File: src/rtl/stream_source_switch.sv
// Frame-aligned selector between two pixel streams (A = raw, B = processed).
// Source changes only at frame end; output passes through a 2-entry FWFT buffer.
module stream_source_switch #(
  parameter int DATA_W = 8,
  parameter int CNT_W  = 16
) (
  input  logic              clk,
  input  logic              rst_n,
  input  logic              sel_req,
  input  logic [DATA_W-1:0] a_data,
  input  logic              a_valid,
  input  logic              a_sof,
  input  logic              a_eof,
  output logic              a_ready,
  input  logic [DATA_W-1:0] b_data,
  input  logic              b_valid,
  input  logic              b_sof,
  input  logic              b_eof,
  output logic              b_ready,
  output logic [DATA_W-1:0] m_data,
  output logic              m_valid,
  output logic              m_sof,
  output logic              m_eof,
  input  logic              m_ready,
  output logic              active_src,
  output logic              switch_pending,
  output logic [CNT_W-1:0]  frame_cnt
);

  localparam logic [0:0]       ST_WAIT_SOF = 1'b0;
  localparam logic [0:0]       ST_PASS     = 1'b1;
  localparam int               ENT_W       = DATA_W + 2;
  localparam logic [CNT_W-1:0] CNT_ONE     = {{(CNT_W-1){1'b0}}, 1'b1};

  logic [0:0]       state_q, state_d;
  logic             active_src_q, active_src_d;
  logic             switch_pending_q, switch_pending_d;
  logic [CNT_W-1:0] frame_cnt_q, frame_cnt_d;
  logic             ready_en_q, ready_en_d;
  logic [ENT_W-1:0] mem0_q, mem0_d;
  logic [ENT_W-1:0] mem1_q, mem1_d;
  logic             wr_ptr_q, wr_ptr_d;
  logic             rd_ptr_q, rd_ptr_d;
  logic [1:0]       count_q, count_d;

  logic              act_ready_s;
  logic              act_valid_s;
  logic              act_sof_s;
  logic              act_eof_s;
  logic [DATA_W-1:0] act_data_s;
  logic [ENT_W-1:0]  entry_s;
  logic [ENT_W-1:0]  head_s;
  logic              accept_s;
  logic              push_s;
  logic              pop_s;
  logic              m_valid_s;

  // Readies depend only on registered state; the inactive source is always drained.
  assign act_ready_s = ready_en_q & (count_q < 2'd2);
  assign a_ready     = active_src_q ? ready_en_q : act_ready_s;
  assign b_ready     = active_src_q ? act_ready_s : ready_en_q;

  assign act_valid_s = active_src_q ? b_valid : a_valid;
  assign act_sof_s   = active_src_q ? b_sof   : a_sof;
  assign act_eof_s   = active_src_q ? b_eof   : a_eof;
  assign act_data_s  = active_src_q ? b_data  : a_data;
  assign entry_s     = {act_sof_s, act_eof_s, act_data_s};

  assign accept_s  = act_valid_s & act_ready_s;
  assign push_s    = accept_s & ((state_q == ST_PASS) | act_sof_s);
  assign head_s    = rd_ptr_q ? mem1_q : mem0_q;
  assign m_valid_s = (count_q != 2'd0);
  assign pop_s     = m_valid_s & m_ready;

  assign m_valid        = m_valid_s;
  assign m_data         = head_s[DATA_W-1:0];
  assign m_eof          = head_s[DATA_W];
  assign m_sof          = head_s[DATA_W+1];
  assign active_src     = active_src_q;
  assign switch_pending = switch_pending_q;
  assign frame_cnt      = frame_cnt_q;

  // Next-state: frame FSM, buffer pointers/occupancy and delivered-frame counter.
  always_comb begin
    state_d          = state_q;
    active_src_d     = active_src_q;
    mem0_d           = mem0_q;
    mem1_d           = mem1_q;
    wr_ptr_d         = wr_ptr_q;
    rd_ptr_d         = rd_ptr_q;
    frame_cnt_d      = frame_cnt_q;
    ready_en_d       = 1'b1;
    switch_pending_d = (state_q == ST_PASS) && (sel_req != active_src_q);

    if (push_s) begin
      if (wr_ptr_q) begin
        mem1_d = entry_s;
      end else begin
        mem0_d = entry_s;
      end
      wr_ptr_d = ~wr_ptr_q;
      // A single-beat frame in WAIT_SOF hits the frame-end rule in the same cycle.
      if (act_eof_s && (sel_req != active_src_q)) begin
        active_src_d = ~active_src_q;
        state_d      = ST_WAIT_SOF;
      end else begin
        state_d = ST_PASS;
      end
    end else begin
      state_d = state_q;
    end

    if (pop_s) begin
      rd_ptr_d = ~rd_ptr_q;
      if (head_s[DATA_W]) begin
        frame_cnt_d = frame_cnt_q + CNT_ONE;
      end else begin
        frame_cnt_d = frame_cnt_q;
      end
    end else begin
      rd_ptr_d = rd_ptr_q;
    end

    case ({push_s, pop_s})
      2'b10:   count_d = count_q + 2'd1;
      2'b01:   count_d = count_q - 2'd1;
      default: count_d = count_q;
    endcase
  end

  // State registers with synchronous active-low reset; reset flushes the buffer.
  always_ff @(posedge clk) begin
    if (!rst_n) begin
      state_q          <= ST_WAIT_SOF;
      active_src_q     <= 1'b0;
      switch_pending_q <= 1'b0;
      frame_cnt_q      <= '0;
      ready_en_q       <= 1'b0;
      mem0_q           <= '0;
      mem1_q           <= '0;
      wr_ptr_q         <= 1'b0;
      rd_ptr_q         <= 1'b0;
      count_q          <= 2'd0;
    end else begin
      state_q          <= state_d;
      active_src_q     <= active_src_d;
      switch_pending_q <= switch_pending_d;
      frame_cnt_q      <= frame_cnt_d;
      ready_en_q       <= ready_en_d;
      mem0_q           <= mem0_d;
      mem1_q           <= mem1_d;
      wr_ptr_q         <= wr_ptr_d;
      rd_ptr_q         <= rd_ptr_d;
      count_q          <= count_d;
    end
  end

endmodule
File: config.mk
export PLATFORM = sky130hd
export DESIGN_NAME = stream_source_switch
export DESIGN_NICKNAME = d
export VERILOG_FILES = /design/src/rtl/stream_source_switch.sv
export SDC_FILE = /design/constraint.sdc
export NUM_CORES = 1
export LEC_CHECK = 0
export CELL_PAD_IN_SITES_DETAIL_PLACEMENT = 0
export CELL_PAD_IN_SITES_GLOBAL_PLACEMENT = 2
export CORE_ASPECT_RATIO = 1.4
export CORE_MARGIN = 2
export CORE_UTILIZATION = 28
export DETAILED_ROUTE_END_ITERATION = 6
export PLACE_DENSITY_LB_ADDON = 0.1
export SYNTH_ARGS = -nofsm -noshare
export SYNTH_HDL_FRONTEND = slang
export SYNTH_SLANG_ARGS = --single-unit
File: constraint.sdc
create_clock -name clk -period 2.35 [get_ports clk]
set_clock_uncertainty 0.1 [all_clocks]
set_input_delay 0.3525 -clock clk [delete_from_list [all_inputs] [get_ports clk]]
set_output_delay 0.3525 -clock clk [all_outputs]
set_load 0.01 [all_outputs]
# Word level (Yosys, flattened, before mapping)
# Index checks and enable logic that the tools add are counted.
[word_totals]
reg_bits = 44
input_bits = 26
memories = 0
latchBits = 0
ramBits = 0
wordCells = 43
romBits = 0
out_inout_bits = 31
[classes]
n_eq_ne = 3
mux = 10
reduce_logical = 8
n_lt_le_gt_ge = 1
addsub = 3
n_bitwise = 8
n_div = 0
shift = 0
multipliers = 0
[op_table]
columns = ["operator", "count"]
rows = [
  ["adder 16 x 1 -> 16 bit (second input constant)", 1],
  ["two-way mux 10 bit", 1],
  ["two-way mux 8 bit", 1],
  ["AND reduction 2 bit", 4],
  ["two-way mux 1 bit", 7],
  ["AND 1 bit", 4],
  ["one-hot mux 2 bit (2 select lines)", 1],
  ["nonzero test 2 bit", 2],
  ["inverter 1 bit", 3],
  ["adder 2 x 1 -> 2 bit (second input constant)", 1],
  ["== test 2 x 1 -> 1 bit (second input constant)", 1],
  ["== test 2 bit (second input constant)", 1],
  ["logical AND 1 bit", 2],
  ["< comparator 2 bit (second input constant)", 1],
  ["subtractor 2 x 1 -> 2 bit (second input constant)", 1],
  ["inequality test 1 bit", 1],
  ["bitwise OR 1 bit", 1],
]

# Logic depth before layout (Yosys ltp)
[logic_depth]
word_depth = 6
mapped_depth = 7
mapped_depth_nobuf = 6

# Least setup slack after synthesis
# Ideal clock, no wire load.
[synth_path]
kind = "register -> register"
from = "reg active_src_q (netlist: active_src)"
to = "reg count_q[1]"
setup_time_ns = 0.070
synth_period_minus_slack_ns = 2.178
arrival_time_ns = 2.008
path_buffers = 1
required_time_ns = 2.180
path_slack_ns = 0.172
stages_incl_launch_ff = 7
cell_sequence = "dfxtp_1 -> buf_2 -> mux2_2 -> o211ai_1 -> ha_1 -> or3_1 -> a21oi_1"
[synth_via]
elab_chain_cells = 5
elab_cells_between_ends = 9
cone_classes = "2 x eq/ne; 3 x mux; 3 x bitwise; 1 x reduce/logical"
[synth_lines]
columns = ["item", "line", "source"]
rows = [
  ["start, declared", "36", "logic active_src_q, active_src_d;"],
  ["start signal, assigned", "146", "active_src_q <= active_src_d;"],
  ["two-way mux 1 bit, on equally long branches", "63, 64", ""],
  ["AND 1 bit / bitwise OR 1 bit (equally long branches)", "69, 70", ""],
  ["AND 1 bit *", "70", "assign push_s = accept_s & ((state_q == ST_PASS) | act_sof_s);"],
  ["== test 2 x 1 -> 1 bit / == test 2 bit (equally long branches)", "124", "case ({push_s, pop_s})"],
  ["one-hot mux 2 bit (2 select lines) / nonzero test 2 bit (equally long branches)", "-", ""],
  ["end signal, assigned", "154", "count_q <= count_d;"],
  ["end, declared", "44", "logic [1:0] count_q, count_d;"],
]
# Every way passes the cells marked *; elsewhere a longest branch is shown, timed or not.
# A chain may end at the register's enable or synchronous reset.

# Final worst setup path
[layout_path]
from = "reg rd_ptr_q"
to = "out m_sof"
[layout_via]
elab_chain_cells = 1
[layout_lines]
columns = ["item", "line", "source"]
rows = [
  ["start, declared", "43", "logic rd_ptr_q, rd_ptr_d;"],
  ["start signal, assigned", "153", "rd_ptr_q <= rd_ptr_d;"],
  ["two-way mux 10 bit", "71", "assign head_s = rd_ptr_q ? mem1_q : mem0_q;"],
  ["end, declared", "22", "output logic m_sof,"],
]
# No other way between the ends.

==> metrics <==
status=finished, final reports clean; CP max stage delay=480 ps; Async SR Flop Fraction=0%; core area=6980 sq um; Static Leak=1.00 nW; DPL Wire Length=3.73 mm; sum of negative setup slack=0 ps; Final Non-Filler Cells=388; Critical-path top delay cell=clkdlybuf4s50_1; most used flip-flop cell after synthesis=dfxtp_1; setup violators final=0; syn nets=257; Initial Util=29.1%; ant diodes=0; Placer Congestion=0.773; final hold violations=0; DRT iter0 DRCs=54; Seq cells post-synth=44; worst skew pair latency=300 ps; Post-CTS Setup Bufs=0; Fmax achieved=0.464 GHz; Avg Cell Area, Syn=8.87 sq um; post-DR wirelength/cell=12.9 um; Netlist Area Pre-Place=2030 sq um; CTS tree=done; Worst Hold Class=reg -> reg; Max VDD drop=0.372 mV; fraction of layout instances using a drive strength above 1=16.0%; synth top area cells=dfxtp_1 (43%), mux2_2 (12%), nand3_1 (6.4%); Post-CTS Resized=0; Worst-path clk slew=90 ps; Fill cells=735; Worst Path Required=1900 ps; CTS Hold Bufs=0; vias after detailed routing=1,802; Die Width=76.0 um; Min Hold Slack=370 ps; Crit. End Element=primary output; pwr dens=595 nW/um^2; row count=36; ANT nets after route=0; vias in the first global route=1,763; period utilisation layout=91.7%; first-pass GRT wire length=8.34 mm; worst rel slew slack=72.1%; Worst EP arrival=1700 ps; # H-tree levels=2; power after layout=1.71 mW; Area Overhead vs Synth=41.2%; placed insts=380; Yosys warning count=0; top cells by count, synth=dfxtp_1 (44), nand3_1 (26), o21ai_0 (23); Max FO, Critical Path=7; largest net degree at the start of global routing=23; Layout Nets=320; post-layout minimum cycle time=2160 ps; sequential area share after synthesis=43.4%; DRT Pass-1 Iters=4; Synth cell types=34; count leader, synth=dfxtp_1; crit path cell chain=buf_12, mux2_2, clkdlybuf4s50_1; Root Driver=clkbuf_8; GR Overflow Total=0; full die area=7960 sq um; synthesized instance count=229; unrepaired setup endpoints after global routing=no; initial antenna violation count=0; IO buf count=56; Max-cap violations=0; TritonCTS Buffers=5; Clock Path Buffers=2; area share of the largest cell type after synthesis=43.4%; routed wire length=5.01 mm; Via density=4.64; DRC violations left=0; Least-Margin Pin Slew=412 ps; IO Pins=57; most area-hungry cell type in the Yosys netlist=dfxtp_1; clk sink count=44; crit path kind=reg -> out; crit start category=register; Post-synth EDFFs=0; Tot GR Track Use=13.0%; max-slew violations=0; Die Ht=105 um
## kinds of logic after synthesis
family / Yosys count / share of synthesized area, %
buf+inv: 21 / 4.01
simple gates: 79 / 19.8
flops: 44 / 43.4
xor+xnor: 12 / 5.18
mux: 23 / 12.8
fa+ha+maj: 2 / 1.23
compound gates: 48 / 13.6
## cell usage in the layout, fill, tap and decap left out, drive strengths merged, types with 2 or more instances in the layout
cell	count
a21boi	2
nor4	3
mux2i	2
buf	14
clkdlybuf4s50	56
o21ai	25
o2111ai	2
xnor2	8
and3	2
clkbuf	6
or3	4
ha	2
nand2	17
nand3	26
inv	7
xor2	4
nand4	3
nor2	12
dfxtp	44
or4	6
a21oi	11
mux2	21
clkinv	2
o31ai	6
## layer usage
| layer | GRT usage, % | vias up | part of all wire [%] |
|---|---|---|---|
| li1 | - | 946 | - |
| met1 | 14.1 | 813 | 42 |
| met2 | 24.0 | 37 | 52 |
| met3 | 3.37 | 6 | 4.1 |
| met4 | 4.68 | 0 | 1.5 |
| met5 | 0 | - | 0 |
## final timing paths
check	start	end	slack, ps	depth (start not counted)
worst max register to register	active_src	count_q[1]	340	5
worst max-delay path	rd_ptr_q	m_sof	190	3
worst min register to register	mem0_q[9]	mem0_q[9]	370	2
worst min-delay path	mem0_q[9]	mem0_q[9]	370	2
## worst max-delay path: cells and delay by family (launching register included)
kind	cells	cell delay [ps]
buffers and inverters	2	630
DFF	1	440
muxes	1	330
## registers in the layout, summed over array words and instances (netlist names), 2 cells and up
register / flops
count_q: 2
mem1_q: 10
mem0_q: 10
frame_cnt: 16
## cell type report
cell class / instances / area, sq um / share of cell area [%]
clock buffers: 6 / 82.6 / 2.88
repair buffers: 70 / 678 / 23.7
flip-flops and latches: 44 / 882 / 30.8
clock inverters: 2 / 10.0 / 0.349
well taps: 95 / 119 / 4.15
multi-input cells: 164 / 1070 / 37.3
inverters: 7 / 26.3 / 0.917
## power breakdown
part	total [mW]	switching (mW)	internal, mW
Sequential	0.826	0.0439	0.782
Combinational	0.378	0.160	0.219
Clock	0.503	0.267	0.235
## stage by stage
step | setup WS (ps) | utilization (%) | cell area (sq um)
after floorplan | 172 | - | 2030
after global placement | 140 | 39.7 | 2770
after detailed placement | 108 | 39.7 | 2770
after CTS | 45.2 | 41.0 | 2870
after global routing | 116 | 41.1 | 2870
final | 195 | 41.1 | 2870
Power figures use the tool's default switching activity.
